[src/rtl/vend_pkg.sv]
// Shared types, coin unit values and the price lookup helper for the vending controller.
package vend_pkg;

    typedef enum logic [1:0] {
        StCollect,
        StDispense,
        StChange
    } vend_state_e;

    // Coin values in nickel units
    localparam int unsigned NICKEL_U  = 1;
    localparam int unsigned DIME_U    = 2;
    localparam int unsigned QUARTER_U = 5;

    // Price vectors are zero-extended to this width before lookup
    localparam int unsigned PRICE_VEC_W = 256;

    // Returns the cw-bit price field of item idx from a packed price vector
    function automatic int unsigned price_of(input logic [PRICE_VEC_W-1:0] prices,
                                             input int unsigned idx,
                                             input int unsigned cw);
        logic [PRICE_VEC_W-1:0] shifted;
        shifted = prices >> (idx * cw);
        return shifted[31:0] & ((32'd1 << cw) - 32'd1);
    endfunction

endpackage

[src/rtl/vend_coin_sum.sv]
// Combinational coin summation and over-credit reject decision.
// Optional VEND_QUARTER_EN adds a quarter (5 unit) coin input.
module vend_coin_sum
    import vend_pkg::*;
#(
    parameter int unsigned CW         = 4,
    parameter int unsigned MAX_CREDIT = 12
) (
    input  logic          nickel_i,
    input  logic          dime_i,
`ifdef VEND_QUARTER_EN
    input  logic          quarter_i,
`endif
    input  logic [CW-1:0] credit_i,
    output logic [CW+1:0] coin_val_o,
    output logic [CW+1:0] eff_o,
    output logic          reject_o
);

    localparam logic [CW+1:0] MaxEff = (CW+2)'(MAX_CREDIT);

    logic [CW+1:0] raw_sum;

    // Sum simultaneous coins; if the total would overflow the credit cap, keep old credit
    always_comb begin
        coin_val_o = '0;
        if (nickel_i) coin_val_o = coin_val_o + (CW+2)'(NICKEL_U);
        if (dime_i)   coin_val_o = coin_val_o + (CW+2)'(DIME_U);
`ifdef VEND_QUARTER_EN
        if (quarter_i) coin_val_o = coin_val_o + (CW+2)'(QUARTER_U);
`endif
        raw_sum  = (CW+2)'(credit_i) + coin_val_o;
        reject_o = (raw_sum > MaxEff);
        eff_o    = reject_o ? (CW+2)'(credit_i) : raw_sum;
    end

endmodule

[src/rtl/vend_fsm_multi.sv]
// Multi-item vending controller: credit collection, purchase, dispense pulse,
// cancel/refund and serial nickel change return. All outputs are registered.
// Define VEND_QUARTER_EN to add the quarter_in coin input.
module vend_fsm_multi
    import vend_pkg::*;
#(
    parameter int unsigned             N_ITEMS    = 3,
    parameter int unsigned             CW         = 4,
    parameter logic [N_ITEMS*CW-1:0]   PRICES     = {4'd6, 4'd5, 4'd4},
    parameter int unsigned             MAX_CREDIT = 12,
    localparam int unsigned            SW         = (N_ITEMS > 1) ? $clog2(N_ITEMS) : 1
) (
    input  logic          clock,
    input  logic          reset,
    input  logic          nickel_in,
    input  logic          dime_in,
`ifdef VEND_QUARTER_EN
    input  logic          quarter_in,
`endif
    input  logic [SW-1:0] item_sel,
    input  logic          select_valid,
    input  logic          cancel,
    output logic          dispense,
    output logic [SW-1:0] dispensed_item,
    output logic          nickel_out,
    output logic          coin_reject,
    output logic          insufficient,
    output logic          busy,
    output logic [CW-1:0] credit
);

    localparam logic [PRICE_VEC_W-1:0] PriceVec = PRICE_VEC_W'(PRICES);

    vend_state_e   state_q, state_d;
    logic [CW-1:0] credit_q, credit_d;
    logic [SW-1:0] item_q, item_d;
    logic          coin_reject_q, coin_reject_d;
    logic          insufficient_q, insufficient_d;

    logic [CW+1:0] coin_val;
    logic [CW+1:0] eff;
    logic          sum_reject;
    logic          coin_any;
    logic          item_ok;
    logic [CW+1:0] price;

    vend_coin_sum #(
        .CW         (CW),
        .MAX_CREDIT (MAX_CREDIT)
    ) u_coin_sum (
        .nickel_i   (nickel_in),
        .dime_i     (dime_in),
`ifdef VEND_QUARTER_EN
        .quarter_i  (quarter_in),
`endif
        .credit_i   (credit_q),
        .coin_val_o (coin_val),
        .eff_o      (eff),
        .reject_o   (sum_reject)
    );

    assign coin_any = (coin_val != '0);
    assign item_ok  = (32'(item_sel) < N_ITEMS);
    assign price    = (CW+2)'(price_of(PriceVec, 32'(item_sel), CW));

    // Next-state, next-credit and pulse decisions
    always_comb begin
        state_d        = state_q;
        credit_d       = credit_q;
        item_d         = item_q;
        coin_reject_d  = 1'b0;
        insufficient_d = 1'b0;
        unique case (state_q)
            StCollect: begin
                coin_reject_d = sum_reject;
                // eff never exceeds MAX_CREDIT, so it fits in CW bits
                credit_d      = eff[CW-1:0];
                if (cancel) begin
                    if (eff != '0) state_d = StChange;
                end else if (select_valid) begin
                    if (!item_ok || (eff < price)) begin
                        insufficient_d = 1'b1;
                    end else begin
                        state_d  = StDispense;
                        credit_d = CW'(eff - price);
                        item_d   = item_sel;
                    end
                end
            end
            StDispense: begin
                coin_reject_d = coin_any;
                state_d       = (credit_q != '0) ? StChange : StCollect;
            end
            StChange: begin
                coin_reject_d = coin_any;
                credit_d      = credit_q - CW'(1);
                if (credit_q <= CW'(1)) state_d = StCollect;
            end
            default: begin
                state_d  = StCollect;
                credit_d = '0;
            end
        endcase
    end

    // State and output registers with synchronous reset
    always_ff @(posedge clock) begin
        if (reset) begin
            state_q        <= StCollect;
            credit_q       <= '0;
            item_q         <= '0;
            coin_reject_q  <= 1'b0;
            insufficient_q <= 1'b0;
        end else begin
            state_q        <= state_d;
            credit_q       <= credit_d;
            item_q         <= item_d;
            coin_reject_q  <= coin_reject_d;
            insufficient_q <= insufficient_d;
        end
    end

    assign dispense       = (state_q == StDispense);
    assign dispensed_item = item_q;
    assign nickel_out     = (state_q == StChange);
    assign busy           = (state_q != StCollect);
    assign credit         = credit_q;
    assign coin_reject    = coin_reject_q;
    assign insufficient   = insufficient_q;

endmodule

[config.mk]
export PLATFORM = sky130hd
export DESIGN_NAME = vend_fsm_multi
export DESIGN_NICKNAME = d
export VERILOG_FILES = /design/src/rtl/vend_pkg.sv /design/src/rtl/vend_coin_sum.sv /design/src/rtl/vend_fsm_multi.sv
export SDC_FILE = /design/constraint.sdc
export NUM_CORES = 1
export LEC_CHECK = 0
export ABC_AREA = 1
export ABC_CLOCK_PERIOD_IN_PS = 3220
export CORE_ASPECT_RATIO = 1.5
export CORE_MARGIN = 3
export CORE_UTILIZATION = 52
export DETAILED_ROUTE_END_ITERATION = 10
export GPL_ROUTABILITY_DRIVEN = 0
export PLACE_DENSITY_LB_ADDON = 0.05
export SYNTH_ARGS = -nofsm -noshare
export SYNTH_HDL_FRONTEND = slang
export SYNTH_SLANG_ARGS = --single-unit
[constraint.sdc]
create_clock -name clock -period 3.22 [get_ports clock]
set_input_delay 0.322 -clock clock [delete_from_list [all_inputs] [get_ports clock]]
set_output_delay 0.322 -clock clock [all_outputs]
set_load 0.05 [all_outputs]
**After elaboration in Yosys (flattened, before gate mapping)**

Cells that the tools add are included.

- Bits in registers: 10
- Bits of input ports: 8
- Output and inout port bits: 11
- Word-level logic and storage cells: 51

- Add/sub/neg operators: 4
- Magnitude comparators: 4
- Equality and inequality tests: 6
- Shift operators: 1
- Multiplexer cells: 16
- Bitwise gates (word level): 4
- Reduce and logical (&&, ||, !) cells: 11

Operators by type and width:

| kind | count |
|---|---|
| 2-bit two-way mux | 6 |
| 4-bit two-way mux | 3 |
| 6-bit two-way mux | 2 |
| 4-bit case mux with 3 select lines | 1 |
| 6-bit nonzero test | 2 |
| 11-bit by 4-bit >> shifter with 4-bit output, first input constant | 1 |
| 3-bit inequality test, second input constant | 3 |
| 4-bit AND reduction | 2 |
| 4-bit by 6-bit adder with 6-bit output | 1 |
| 6-bit by 4-bit greater-than comparator with 1-bit output, second input constant | 1 |
| 6-bit by 4-bit < comparator with 1-bit output | 1 |
| 2-bit case mux with 3 select lines | 1 |
| 4-bit by 1-bit <= comparator with 1-bit output, second input constant | 1 |
| 1-bit NOT | 4 |
| 4-bit nonzero test | 1 |
| 4-bit OR reduction | 1 |
| 4-bit by 1-bit subtractor with 4-bit output, second input constant | 1 |
| 4-bit subtractor | 1 |
| 1-bit by 2-bit adder with 3-bit output, second input constant | 1 |
| 2-bit by 1-bit == test with 1-bit output, second input constant | 1 |
| 2-bit == test, second input constant | 1 |
| 2-bit logical NOT | 1 |
| 2-bit < comparator, second input constant | 1 |
| 1-bit two-way mux | 2 |
| 6 further kinds | 6 |

**Depth between registers and ports, before layout**

Gate-level depths: netlist of run 1.

- Depth after elaboration: 12
- Depth in mapped cells: 22
- Mapped depth without buffers: 22

**Cells and area by module**

Synthesis of run 1 repeated with hierarchy kept, for this count alone.

- Cell total of the unflattened synthesis: 171
- Area, all modules: 1,088.5 um^2

Modules (own cells, without submodules):

| module | times used | cells each | area each (um^2) | sequential area each (um^2) |
|---|---|---|---|---|
| vend_fsm_multi | 1 | 123 | 824.5 | 200.2 |
| vend_coin_sum | 1 | 48 | 264.0 | 0.0 |

**Worst setup path after synthesis of run 1**

Ideal clock, no wire load.

- Path kind: reg-to-reg
- Start: reg credit_q[0], in the netlist credit[0]
- End: reg state_q[0]
- Library setup time: 0.115 ns
- Arrival time: 3.231 ns
- Required time: 3.105 ns
- Setup slack: -0.126 ns
- Stages on the path, launching flop included: 19
- Path buffers: 0
- Period minus slack after synthesis: 3.346 ns
- Cells stage by stage: dfxtp_1 -> ha_1 -> inv_1 -> fa_1 -> inv_1 -> nor2_1 -> nor2_4 -> nand3_4 -> nand2_4 -> o21ai_2 -> ha_1 -> inv_1 -> fa_1 -> nand3_2 -> nand2_4 -> nand3_4 -> nand3_2 -> a21oi_1 -> nor2_1

- Cells in the longest elaborated chain, start to end: 7
- Elaborated cells on any way between the ends: 11
- Those cells by class: add/sub (1); order compare (3); eq/ne (3); mux (1); reduce/logical (3)

RTL lines:

| what | line | source |
|---|---|---|
| start: declaration | vend_fsm_multi.sv:35 | `logic [CW-1:0] credit_q, credit_d;` |
| start signal: assignment | vend_fsm_multi.sv:116 | `credit_q <= credit_d;` |
| 4-bit by 6-bit adder with 6-bit output | vend_coin_sum.sv:32 | `raw_sum = (CW+2)'(credit_i) + coin_val_o;` |
| 6-bit by 4-bit greater-than comparator with 1-bit output | vend_coin_sum.sv:33 | `reject_o = (raw_sum > MaxEff);` |
| 6-bit two-way mux | vend_coin_sum.sv:34 | `eff_o = reject_o ? (CW+2)'(credit_i) : raw_sum;` |
| 6-bit by 4-bit < comparator with 1-bit output | vend_fsm_multi.sv:81 | `if (!item_ok \|\| (eff < price)) begin` |
| 1-bit logical OR | vend_fsm_multi.sv:81 |  |
| 3-bit inequality test (no source line) | -- |  |
| 4-bit AND reduction (no source line) * | -- |  |
| end signal: assignment | vend_fsm_multi.sv:109 | `state_q <= StCollect;` |
| end signal: assignment | vend_fsm_multi.sv:115 | `state_q <= state_d;` |
| end: declaration | vend_fsm_multi.sv:34 | `vend_state_e state_q, state_d;` |

Mark *: on every way between the ends. The rest lies on a longest branch, timed or not.
A chain may end at the register's enable or synchronous reset.

**Worst setup path after layout of run 1**

- Start: in dime_in
- End: reg credit_q[3], in the netlist credit[3]

- Cells in the longest elaborated chain, start to end: 10
- Elaborated cells on any way between the ends: 11
- Those cells by class: add/sub (2); order compare (2); mux (6); reduce/logical (1)

RTL lines:

| what | line | source |
|---|---|---|
| start: declaration | vend_fsm_multi.sv:16 | `input logic dime_in,` |
| 6-bit two-way mux * | vend_coin_sum.sv:28 | `if (dime_i) coin_val_o = coin_val_o + (CW+2)'(DIME_U);` |
| 4-bit by 6-bit adder with 6-bit output * | vend_coin_sum.sv:32 |  |
| 6-bit by 4-bit greater-than comparator with 1-bit output | vend_coin_sum.sv:33 |  |
| 6-bit two-way mux * | vend_coin_sum.sv:34 |  |
| 6-bit by 4-bit < comparator with 1-bit output | vend_fsm_multi.sv:81 |  |
| 1-bit logical OR | vend_fsm_multi.sv:81 |  |
| 4-bit two-way mux | vend_fsm_multi.sv:81 |  |
| 4-bit two-way mux | vend_fsm_multi.sv:80 | `end else if (select_valid) begin` |
| 4-bit two-way mux * | vend_fsm_multi.sv:78 | `if (cancel) begin` |
| 4-bit case mux with 3 select lines * | vend_fsm_multi.sv:73 | `unique case (state_q)` |

Marked as above.

==> results of run 1 <==
-- routing by layer --
| layer | vias to the layer above | GRT usage, % | wire length (um) |
|---|---|---|---|
| li1 | 584 | - | - |
| met1 | 522 | 27.09 | 1155 |
| met2 | 24 | 39.44 | 1550 |
| met3 | 9 | 4.046 | 80 |
| met4 | 0 | 7.170 | 70 |
| met5 | - | 0 | 0 |
-- critical path: cells and delay by family --
family          cells  cell delay, ns
fa+ha+maj           3            1.00
compound gates      2            0.12
buf+inv             4            0.66
simple gates       11            1.12
-- what timing repair did --
item / in CTS / in global routing
setup endpoints to repair: 0 / 8
resized for setup: 0 / 13
setup buffers: 0 / 1
-- power by group through the flow --
stage               Sequential (mW)  Clock [mW]  Combinational [mW]
floorplan                     0.292           0               0.617
global placement              0.210           0               0.999
detailed placement            0.211           0                1.02
CTS                           0.209       0.117                1.03
global route                  0.218       0.123                1.19
finish                        0.211       0.117                1.09
-- final cells by class --
cell class	count	area [um2]
tap	21	26.28
clock buffer	4	36.28
inverter	27	101.3
timing repair buffer	36	317.8
multi-input combinational	113	819.5
fill	151	421.7
sequential	10	202.7
-- per-stage QoR --
stage          power (mW)  area, um2  setup TNS, ns  hold slack [ns]  setup WS [ns]
5_1_grt             1.535       1504              0           0.4942       0.007522
4_1_cts             1.354       1455              0           0.4751        0.01923
3_3_place_gp        1.209       1419        -0.7910           0.4489        -0.1344
3_5_place_dp        1.234       1419         -1.793           0.4580        -0.2606
2_1_floorplan      0.9086       1101              0           0.3911        0.09046
6_report            1.413       1504              0           0.4701         0.1813
-- synthesized netlist by cell type (all sizes together) --
| library cell | n |
|---|---|
| nand3 | 21 |
| a31oi | 1 |
| o21ai | 11 |
| nor2 | 10 |
| dfxtp | 10 |
| fa | 2 |
| buf | 2 |
| xor2 | 1 |
| a211oi | 1 |
| nand4 | 4 |
| o22a | 1 |
| o31ai | 1 |
| inv | 27 |
| o21a | 1 |
| xnor2 | 1 |
| a21oi | 15 |
| nand2 | 31 |
| ha | 12 |
-- flip-flops by register name, indices dropped and copies added, names as in the netlist --
signal,flops
coin_reject,1
insufficient,1
state_q,2
dispensed_item,2
credit,4
-- how the worst min path moves through the flow --
stage | from | end | slack (ns) | depth (start not counted)
after floorplan | reset | dispensed_item[0] | 0.39 | 1
after global placement | dispensed_item[0] | dispensed_item[0] | 0.45 | 2
after detailed placement | dispensed_item[0] | dispensed_item[0] | 0.46 | 2
after CTS | dispensed_item[1] | dispensed_item[1] | 0.48 | 2
after global routing | dispensed_item[1] | dispensed_item[1] | 0.49 | 2
final | dispensed_item[0] | dispensed_item[0] | 0.47 | 2
-- cells by family (layout without fill, tap and decap cells) --
group | count (synthesis) | count (layout) | share of synthesized area [%]
flops | 10 | 10 | 18.22
simple gates | 66 | 66 | 35.42
compound gates | 31 | 31 | 16.74
fa+ha+maj | 14 | 14 | 17.31
buf+inv | 29 | 67 | 10.71
xor+xnor | 2 | 2 | 1.595
-- cells in the final DEF, fill, tap and decap left out, drive strengths merged, types with 2 or more instances in the layout --
master and n:
ha 12, inv 27, nand3 21, nand2 31, clkbuf 4, clkdlybuf4s50 17
buf 18, a21oi 15, o21ai 11, fa 2, nand4 4, nor2 10
dfxtp 10
==> impl_summary.md, run 1 <==
Run status
The flow ran to the end, and the final reports show no timing, DRC or antenna violations.

Floorplanning
The floorplan step defined a core boundary enclosing slightly below 0.002 mm2. During I/O placement, the number of pins put on the boundary was 19. The area enclosed by the die boundary is between 0.002 and 0.003 mm2. Row generation in the floorplan step produced 19 rows.

Once the floorplan was initialized, standard cells occupied 57.05% of the core. In this run the horizontal extent of the chip is 43.53 um. The die is a little over 60 um tall.

Global route
The via count of the first global-routing pass is 1119. The total grt overflow is 0. Entering global routing, the biggest net connects 12 pins.

The first global-routing pass estimated roughly 4900 um of wire. Global routing used 22.65% of the available tracks across all layers. The number of antenna violations at the first check in global routing is 0.

Detailed routing
The count of nets left with antenna violations once routing finished came out at 0. Dividing the detail-routed via count by the number of cells gives ~5.4. The number of DRC violations after detailed-routing iteration 0 is 36.

In the final routed layout, each cell accounts on average for roughly 14 um. The first detailed-routing pass ran for 4 iterations. The number of remaining DRC errors is 0. Detailed routing inserted a total of 1139 vias. Wires add up to 2857 um.

Timing
For the final database, setup skew stands at roughly 0.0070 ns. After layout, the worst path uses 94.37% of the clock period. Setup violations remaining at the end of the flow were counted as 0. In this run the tightest slew margin relative to its limit is about 66%. For the pin with the worst max-slew slack, the measured transition is 0.5062 ns. The worst path needs 3.039 ns of the cycle, external delays included.

The total count of max-transition violations in the final report was 0. The hold violation count in the final report is 0. The fmax is around 330 MHz.

Setup repair after global routing left no endpoint under its margin.

Worst setup path
Counting cells, the worst reg-to-reg path comes to 20. Among all stages on the critical path, the largest delay is contributed by sky130_fd_sc_hd__fa_2. The first element of the critical path is dime_in.

Data on the critical path is required at its endpoint by roughly 3.4 ns. The worst setup path is captured at a register. The startpoint identified for the worst register-to-register timing path is credit[0]. The maximum cell stage delay along the critical path is 0.57 ns. Traced cell by cell, the critical path runs through clkdlybuf4s50_1 -> inv_1 -> fa_2 -> inv_1 -> nor2_2 -> nor2_4 -> nand3_4 -> nand2_4 -> nand2_1 -> o21ai_2 -> ha_1 -> inv_2 -> fa_2 -> nand3_2 -> nand2_4 -> nand3_4 -> nor2_4 -> nand3_1 -> nand3_2 -> a21oi_2.

The endpoint of the lowest-slack register-to-register path is credit[3]. The critical path class is input port to register. STA classifies the critical path startpoint as an input port. The worst-case register-to-register setup slack is about 0.19 ns. The arrival time at the worst endpoint is 3.20 ns. In this run the worst setup path terminates at credit[3].

In this run the worst path has a maximum fanout of 5.

Min path
The classification of the worst-slack hold path is register to register.

Yosys
Synthesis produced 152 cells. The mean area per synthesized cell is between 7 and 8 um2. The number of distinct library cells after synthesis is 29. After synthesis, the largest area contributor takes up approximately 18% of total cell area. The post-synthesis sequential element count is 10.

After synthesis, the cell types taking the most area are sky130_fd_sc_hd__dfxtp_1 18%, sky130_fd_sc_hd__ha_1 14%, sky130_fd_sc_hd__inv_1 8.5%, sky130_fd_sc_hd__nand2_1 8.5%, sky130_fd_sc_hd__nand3_1 6.4%. During synthesis, Yosys emitted a total of 0 warnings. The library cell with the largest summed area after synthesis is sky130_fd_sc_hd__dfxtp_1.

The share of synthesized area occupied by flip-flops and latches is between 10% and 20%. The mapped cell area is roughly 0.0011 mm2. The number of nets in the synthesized netlist is about 170.

Power and ir drop
The power share of the sequential group is roughly 15%. The leakage power of the design is a little under 0.7 nW. The analysis attributes to net switching a power of 735.0 uW. The internal power contribution is 677.8 uW. The combinational share of power is between 70 and 80%. The part of the power in the clock network is about 8.3%. The net switching fraction of the power is between 50% and 60%. The power per cell area is 939.4 mW/mm2.

The worst IR drop on VDD is between 0.0006 and 0.0007 V.

Layout
The number of nets in the final layout is roughly 210. In the final layout, the share of cells above drive strength 1 is between 30% and 40%. The final cell count without fillers is between 200 and 250.

The signed area change from the synthesized netlist to the final layout is 36.90%. At the end of the flow the core is filled with cells to about 78%. The number of inserted diodes is 0.

Clocking
TritonCTS created 3 clock buffers. In this run the number of H-tree levels came out at 1. The clock root buffer is sky130_fd_sc_hd__clkbuf_4. The source-to-sink clock delay at the later pin of the worst-skew pair is ~0.27 ns. In this run, post-CTS hold repair placed 0 buffers.

The CTS tree is yes. Clock-pin slew was measured on the worst setup and hold paths at ~0.070 ns. The number of clock sinks is 10.

The number of buffers on the longest clock path is 2.

Place
After legalization and detailed placement, the total HPWL measured between 2000 and 2500 um. The count of buffers added on input and output ports is 18. The number of placed instances with taps included is between 200 and 250.

Job
Across the run, the number of max-cap violations was 0.
Note: power is estimated with default switching activity, not from simulation.
==> inputs of run 2 (changes only) <==
--- a/config.mk
+++ b/config.mk
@@ -6,13 +6,15 @@
 export NUM_CORES = 1
 export LEC_CHECK = 0
 export ABC_AREA = 1
-export ABC_CLOCK_PERIOD_IN_PS = 3220
+export ABC_CLOCK_PERIOD_IN_PS = 2900
 export CORE_ASPECT_RATIO = 1.5
 export CORE_MARGIN = 3
 export CORE_UTILIZATION = 52
 export DETAILED_ROUTE_END_ITERATION = 10
 export GPL_ROUTABILITY_DRIVEN = 0
+export MAX_ROUTING_LAYER = met4
 export PLACE_DENSITY_LB_ADDON = 0.05
 export SYNTH_ARGS = -nofsm -noshare
 export SYNTH_HDL_FRONTEND = slang
+export SYNTH_HIERARCHICAL = 1
 export SYNTH_SLANG_ARGS = --single-unit
==> constraint.sdc (replaced) <==
create_clock -name clock -period 2.9 [get_ports clock]
set_input_delay 0.29 -clock clock [delete_from_list [all_inputs] [get_ports clock]]
set_output_delay 0.29 -clock clock [all_outputs]
set_load 0.05 [all_outputs]
==> run 2 against run 1 <==
Against the previous run:
- synthesized cell count increased by 13%
- sequential power is 17% higher
- non-clock buffer count grew 1
- via count up 9.7%
- die area shrank 0.81%
- highest routed layer unchanged
- cell count rose by 9.0%
- the run now ends with setup timing left
==> impl_summary.md, run 2 <==
Run status
The flow ran to the end, but the final reports show violations. The final reports fail on setup timing.

Place
Detailed placement ended at an HPWL of around 2100 um. In this run, placement finished with an instance count of about 220. At the placement stage, the worst setup path has a slack of -0.5126 ns.

During placement, the flow inserted port buffers numbering 18. The post-placement cell area is about 0.0014 mm2.

Worst setup path
The length in cells of the worst reg-to-reg path is 21. Counting stages on the worst path, the most repeated cell is sky130_fd_sc_hd__nand2_1. The slowest stage of the critical path belongs to the cell sky130_fd_sc_hd__fa_2.

The setup check on the worst reg-to-reg path leaves a slack of -0.004 ns. The required time at the worst-slack endpoint is 3.05 ns. Along the worst path, the maximum fanout reaches 4.

In this design, the largest share of critical-path delay is due to simple AND/OR/NAND/NOR gates. The startpoint identified for the worst register-to-register timing path is credit[0]. The maximum cell stage delay along the critical path is 0.53 ns. STA classifies the critical path startpoint as a register. The worst setup path is captured at a register. The arrival time at the worst endpoint is 3.06 ns.

Traced cell by cell, the critical path runs through ha_4 -> inv_2 -> fa_2 -> inv_2 -> nor2_2 -> nor2_2 -> nand3_2 -> nand2_2 -> buf_4 -> nand2_1 -> nand2_2 -> buf_4 -> ha_1 -> nand2_1 -> nand2_1 -> nand2_1 -> nand2_1 -> nor2_1 -> nand2_1 -> nand3_1 -> a21oi_1. The endpoint of the lowest-slack register-to-register path is credit[3]. The total buffers and inverters traversed by the critical path is 4. The worst setup path is of the register to register kind.

Power and ir drop
The internal power contribution is just over 800 uW. Net switching is between 50% and 60% of the power. The power per cell area is 1107 mW/mm2. The worst IR drop on VDD is 0.0008275 V. In this run the power spent charging and discharging nets is ~900 uW.

The power after layout is 1.744 mW. The part of the power in the clock network is between 7 and 8%. The power share of the sequential group is 14.2%. The combinational share of power is approximately four fifths. The leakage power of the design is about 0.75 nW.

Detailed routing
The routed design has around 3300 um of wire. The via density per instance is ~5.4. The via count of the routed design is around 1300. The number of DRC violations after detailed-routing iteration 0 is 54. After detailed routing, the average wire length per cell comes to 14.33 um. For this run, design rule violations remaining after detail routing come to 0. The count of antenna-violating nets left after detailed routing is 0. The first-pass iteration count of the detailed router is 5.

Timing
Static timing analysis puts the maximum clock frequency at approximately 340 MHz. The tightest hold path in the finished design has a slack of around 0.45 ns. Adding up every negative setup slack in the final design gives -0.003526 ns. The transition time of the tightest slew-check pin is approximately 0.51 ns.

The hold violation count in the final report was 0. Setup repair after global routing could not meet its margin everywhere. The minimum setup slack in the final design is -0.003526 ns. Setup violations remaining at the end of the flow were counted as 1. The remaining max-slew budget at the tightest pin is roughly 66%. The worst-case clock skew is ~0.00057 ns. The share of the clock period used by the worst path after layout is 100.1%. For the finished layout, the period the worst path requires is 2.904 ns. The total count of max-transition violations in the final report is 0.

Min path
The startpoint of the tightest hold check path is dispensed_item[1]. Along the worst hold path, the cell count comes to 2. In this run the worst hold path is classified as register to register. The path with the worst hold slack has its endpoint at dispensed_item[1].

Yosys
The number of distinct library cells after synthesis is 24. The XOR/XNOR share of the synthesized area is about 2.4%. The mean area per synthesized cell is between 6 and 7 um2. The synthesized design contains 10 register bits.

The share of synthesized area occupied by flip-flops and latches is between 10% and 20%. Summing the areas of all and, or, nand and nor instances in the mapped netlist gives between 30% and 40% of the synthesized area. The dominant combinational cell family by area after synthesis is simple AND/OR/NAND/NOR gates. The yosys synthesis warning count is 6. The post-synthesis compound-gate area fraction is 8.966%. The mapped cell area is 0.001089 mm2. The portion of netlist area occupied by mux cells is 0%. After synthesis, the share of flip-flops with an asynchronous set or reset is 0%. Among all cell types in the netlist, the one instantiated most often is sky130_fd_sc_hd__nand2_1. After synthesis, the cell types taking the most area are sky130_fd_sc_hd__dfxtp_1 18%, sky130_fd_sc_hd__ha_1 14%, sky130_fd_sc_hd__nand2_1 13%, sky130_fd_sc_hd__inv_1 10%, sky130_fd_sc_hd__nand3_1 7.4%.

The fraction of the mapped netlist area in adder cells is between 15 and 20%. The portion of synthesized cell area occupied by the leading cell type is between 10% and 20%. The library cell with the largest summed area after synthesis is sky130_fd_sc_hd__dfxtp_1. In the synthesized netlist, the cells that appear most often are 37 x sky130_fd_sc_hd__nand2_1, 30 x sky130_fd_sc_hd__inv_1, 20 x sky130_fd_sc_hd__nor2_1. The dominant synthesized flop cell is sky130_fd_sc_hd__dfxtp_1. In the synthesized netlist, the number of instances is about 170. Yosys mapped a number of flops with a built-in enable equal to 0.

Floorplanning
The height of the die is around 62 um. The die covers between 0.002 and 0.003 mm2. The placement row count is 19. The count of pins on the block boundary is 19. The die is 43.36 um wide.

The core area is 0.001902 mm2. The effective utilization at floorplan is 57.24%.

Layout
The flip-flop count of the largest register, all copies and words added is 4. The top cell types in the final layout, fill and taps aside, are 29 x sky130_fd_sc_hd__nand2_1, 24 x sky130_fd_sc_hd__inv_1, 19 x sky130_fd_sc_hd__buf_4. The finished layout holds 230 standard cells, fillers aside. Once layout is complete, the utilization of the core stands at 82.83%. Compared with the post-synthesis result, the final layout area differs by 44.71%. The number of antenna diodes in the final layout is 0. The fraction of layout cells with a size suffix above 1 is 30.62%. The number of nets in the final layout is between 200 and 250. Leaving out fill and tap cells, the most frequent cell in the layout is sky130_fd_sc_hd__nand2_1. The area of all placed cells without fillers is about 0.0016 mm2.

Clocking
The CTS tree is yes. The cell sitting at the root of the clock tree is a sky130_fd_sc_hd__clkbuf_4. After clock tree synthesis, the clock-pin slew on the worst setup and hold paths is about 0.06 ns. The number of levels the H-tree was split into is 1. For this design, the CTS-stage hold fixing added 0 buffers. Clock latency on the worst-skew pair, taken at its later pin, is between 0.2 and 0.3 ns. The clock net in this run drives a total of 10 sinks. No sink is reached through more buffers than the 2 on the longest clock path. The number of buffers added by the clock tree synthesis step is 3.

Job
Across the run, the number of max-cap violations was 0.

Global route
The via count of the first global-routing pass is 1084. Global routing finished with a remaining overflow of 0. Entering global routing, the biggest net connects 13 pins. The global-route usage over all layers is a little over a fifth. The number of antenna violations at the first check in global routing came to 0. The first global-routing pass estimated about 4300 um of wire.
==> run 2: cell types whose count changed after synthesis, sizes merged, moves of 2 or more <==
cell and delta:
a21oi -5, buf +6, inv +4, nand2 +8, nand4 -2, nor2 +12, o21ai -3
==> run 2: cell type report <==
| cell class | count | area (um2) |
|---|---|---|
| Clock buffer | 4 | 36.28 |
| Fill cell | 129 | 326.6 |
| Inverter | 31 | 116.4 |
| Multi-Input combinational cell | 127 | 870.8 |
| Sequential cell | 10 | 205.2 |
| Tap cell | 21 | 26.28 |
| Timing Repair Buffer | 37 | 320.3 |
==> run 2: worst min-delay path: cells and delay by family (launching register included) <==
kind	cells	cell delay, ns
buffers and inverters	1	0.05
AO/OA/AOI/OAI	1	0.05
flip-flops	1	0.31
==> run 2: cells by family (layout without fill, tap and decap cells) <==
kind of cell               Yosys count  count (layout)
AOI/OAI and AO/OA                   19              19
other                                1               6
buffers and inverters               39              72
xor gates and xnor gates             3               3
DFF                                 10              10
and+or+nand+nor                     85              85
adders and majority gates           14              14
==> run 2: what timing repair did <==
action / 4_1_cts / 5_1_grt
pin swaps: 4 / 15
buffers inserted: 1 / 4
setup endpoints to repair: 8 / 8
cloned: 0 / 0
gates resized for setup: 4 / 33
==> run 2: per-layer routing <==
layer / track usage [%] / vias to the layer above / wire length [um]
met5: - / - / 0
met4: 6.897 / 0 / 218
met3: 4.035 / 22 / 179
met2: 41.44 / 56 / 1691
met1: 20.91 / 566 / 1208
li1: - / 606 / -
==> run 2: how the worst max path moves through the flow <==
stage,start,to,slack [ns],depth (start not counted)
5_1_grt,credit[0],credit[3],-0.19,21
4_1_cts,credit[0],dispensed_item[0],0.02,21
6_report,credit[0],credit[3],-0.004,21
2_1_floorplan,credit[0],dispensed_item[0],0.02,22
3_3_place_gp,nickel_in,dispensed_item[0],-0.41,22
3_5_place_dp,nickel_in,dispensed_item[0],-0.51,22
==> run 2: power groups by stage <==
stage	Sequential (mW)	Clock, mW	Combinational (mW)
global placement	0.246	0	1.09
detailed placement	0.248	0	1.11
floorplan	0.371	0	0.629
CTS	0.246	0.124	1.13
finish	0.247	0.125	1.37
global route	0.255	0.132	1.49
==> inputs of run 3 (changes only) <==
--- a/config.mk
+++ b/config.mk
@@ -6,10 +6,11 @@
 export NUM_CORES = 1
 export LEC_CHECK = 0
 export ABC_AREA = 1
-export ABC_CLOCK_PERIOD_IN_PS = 2900
+export ABC_CLOCK_PERIOD_IN_PS = 2400
 export CORE_ASPECT_RATIO = 1.5
 export CORE_MARGIN = 3
-export CORE_UTILIZATION = 52
+export CORE_UTILIZATION = 47
+export CTS_CLUSTER_DIAMETER = 40
 export DETAILED_ROUTE_END_ITERATION = 10
 export GPL_ROUTABILITY_DRIVEN = 0
 export MAX_ROUTING_LAYER = met4
==> constraint.sdc (replaced) <==
create_clock -name clock -period 2.4 [get_ports clock]
set_input_delay 0.24 -clock clock [delete_from_list [all_inputs] [get_ports clock]]
set_output_delay 0.24 -clock clock [all_outputs]
set_load 0.05 [all_outputs]
==> run 3 against run 2 <==
Against the previous run:
- the run still ends with setup timing left
- sequential power grew 13%
- sequential share of layout area is 0.21 points higher
- clock skew rose by 0.011 ns
- cell count grew 0.87%
==> impl_summary.md, run 3 (same netlist as run 2, synthesis figures left out) <==
Run status
The run finished, with violations left. The checks that failed: setup timing.

Clocking
The number of buffers added by the clock tree synthesis step is 3. The clock root buffer is sky130_fd_sc_hd__clkbuf_4. The clock slew seen by the registers of the worst setup and hold paths is ~0.07 ns. The CTS tree is yes. The source-to-sink clock delay at the later pin of the worst-skew pair is 0.26 ns. The number of clock sinks is 10. The number of levels the H-tree was split into is 1. The number of buffers on the longest clock path is 2.

The number of hold-repair buffers added at the cts stage is 0.

Layout
The number of nets in the final layout is between 200 and 250. The most common cell after layout, fill and taps aside is sky130_fd_sc_hd__nand2_1. The top cell types in the final layout, fill and taps aside, are 32 x sky130_fd_sc_hd__nand2_1, 23 x sky130_fd_sc_hd__inv_1, 18 x sky130_fd_sc_hd__buf_4. The post-route netlist has a little under 30% of its cells at a drive strength greater than 1. The count of cells in the finished layout, fillers not included, comes to between 200 and 250. Fill cells in the final layout number roughly 180.

After routing the design area is about 0.0016 mm2. The area of the multi-input gates is between 800 and 900 um2. The area used by sequential logic in the layout is approximately 200 um2. The register with the most flip-flops in the layout has 4 of them. 0 antenna diodes ended up in the layout. The signed area change from the synthesized netlist to the final layout is 42.41%.

Timing
The share of the clock period used by the worst path after layout is 116.8%. The hold violation count in the final report is 0. The transition time of the tightest slew-check pin is between 0.5 and 0.6 ns. The worst path in the final design needs a cycle of approximately 2.8 ns, including I/O delays and setup. The minimum setup slack in the final design is -0.4026 ns. The total count of max-transition violations in the final report was 0. The number of failing setup endpoints in the final timing report is 9.

Setup repair after global routing could not meet its margin everywhere. Static timing analysis puts the maximum clock frequency at around 360 MHz. The remaining max-slew budget at the tightest pin is approximately 67%. Between clock sinks in the finished design, the worst skew comes to 0.01158 ns.

The smallest hold slack is approximately 0.46 ns.

Floorplanning
The height of the die is between 60 and 70 um. The core region is 0.002102 mm2. The placement row count is 20.

The area enclosed by the die boundary is 0.002941 mm2. The effective utilization at floorplan is 51.79%. The chip width is 45.30 um. In this run the count of I/O pins placed on the die edge is 19.

Worst setup path
The endpoint class of the critical path is a register. The critical-path maximum fanout is 4. Data on the critical path arrives at its endpoint at approximately 3.0 ns. STA puts the critical path data required time at ~2.5 ns. The critical path in this run is classified as register to register. The sort of element at the start of the critical path is a register.

Detailed routing
After detailed routing, the number of remaining DRC violations is 0. The pre-antenna-repair detailed-routing pass consisted of 4 iterations. The via count of the routed design is ~1100.

The total length of routed wires is 2643 um. The detail route stage leaves a number of antenna-violating nets equal to 0. The via density per instance is 4.927. The number of DRC violations after detailed-routing iteration 0 is 17. The detailed-route wire length per cell is 11.39 um.

Place
The count of buffers inserted at the top-level ports is 18. The post-placement cell area is 0.001415 mm2. The HPWL after detailed placement is about 2200 um. Timing analysis after detailed placement gives a worst setup slack of -0.8148 ns.

The number of placed instances with taps included is between 200 and 250.

Global route
The global-route usage over all layers is roughly a fifth. The total grt overflow is 0. The number of antenna violations at the first check in global routing is 0. The maximum number of pins on one net before global-route repair is 9. The first-pass GRT wire length is roughly 4600 um. The via count of the first global-routing pass is about 1100.

Power and ir drop
The power after layout is between 1.5 and 2 mW. In this run, flip-flops and latches consume between 10% and 20% of the power. For this design the static power due to leakage is between 0.7 and 0.8 nW. The analysis attributes to net switching a power of 1.029 mW. The net switching fraction of the power is between 50% and 60%. Combinational logic burns roughly four fifths of the power. The internal power of the cells totals ~950 uW.

Power spread over the standard cell area amounts to between 1000 and 1500 mW/mm2. VDD sags by at most 0.0007478 V. The part of the power in the clock network is between 6 and 7%.

Job
The tool flagged a number of max-cap violations equal to 0.

Min path
The classification of the worst-slack hold path is register to register.
## run 3: stage by stage
step           TNS [ns]  utilization (%)
2_1_floorplan    -3.076                -
3_3_place_gp     -6.230            67.32
3_5_place_dp     -6.786            67.32
4_1_cts          -3.376            70.18
5_1_grt          -5.234            73.75
6_report         -3.263            73.75
## run 3: area by class of cell
type                            instances  share of cell area [%]
Clock buffer                            4                   1.695
Tap cell                               22                   1.776
Sequential cell                        10                   13.24
Inverter                               31                   7.667
Timing Repair Buffer                   38                   21.63
Multi-Input combinational cell        127                   54.00
## run 3: worst max-delay path: stages (launching register included)
cell	delay, ns
sky130_fd_sc_hd__dfxtp_4	0.36
sky130_fd_sc_hd__ha_4	0.13
sky130_fd_sc_hd__inv_2	0.03
sky130_fd_sc_hd__fa_1	0.45
sky130_fd_sc_hd__inv_2	0.08
sky130_fd_sc_hd__nor2_2	0.04
sky130_fd_sc_hd__nor2_2	0.13
sky130_fd_sc_hd__nand3_2	0.13
sky130_fd_sc_hd__nand3_2	0.09
sky130_fd_sc_hd__nand2_1	0.06
sky130_fd_sc_hd__inv_2	0.08
sky130_fd_sc_hd__ha_4	0.13
sky130_fd_sc_hd__inv_2	0.03
sky130_fd_sc_hd__fa_2	0.35
sky130_fd_sc_hd__nand2_2	0.09
sky130_fd_sc_hd__nand3_4	0.10
sky130_fd_sc_hd__nand2_2	0.08
sky130_fd_sc_hd__inv_2	0.06
sky130_fd_sc_hd__nand3_4	0.08
sky130_fd_sc_hd__nor2_2	0.05
sky130_fd_sc_hd__a21oi_2	0.10
sky130_fd_sc_hd__nor2_1	0.04
## run 3: what timing repair did
action,4_1_cts,5_1_grt
gates cloned,0,0
endpoints found under the setup margin,9,9
setup buffers,3,0
hold endpoints to repair,0,0
gates resized for setup,8,20
pin swaps,11,8
## run 3: path summary, 6_finish.rpt
| kind | from | end | slack [ns] | cells after the start |
|---|---|---|---|---|
| worst min register to register | dispensed_item[1] | dispensed_item[1] | 0.46 | 2 |
| worst max-delay path | credit[0] | dispensed_item[0] | -0.40 | 21 |
| worst max register to register | credit[0] | dispensed_item[0] | -0.40 | 21 |
| worst min-delay path | dispensed_item[1] | dispensed_item[1] | 0.46 | 2 |
## run 3: layer usage
metal	vias to the layer above	GRT usage, %	part of all wire, %
li1	599	-	-
met1	518	23.18	41
met2	20	37.59	55
met3	6	1.667	2.4
met4	0	7.692	1.8
met5	-	-	0
## run 3: power groups by stage
| stage | Clock (mW) | Combinational (mW) | Sequential [mW] |
|---|---|---|---|
| floorplan | 0 | 0.779 | 0.450 |
| global placement | 0 | 1.39 | 0.281 |
| detailed placement | 0 | 1.44 | 0.286 |
| CTS | 0.123 | 1.48 | 0.281 |
| global route | 0.133 | 1.74 | 0.291 |
| finish | 0.120 | 1.58 | 0.280 |
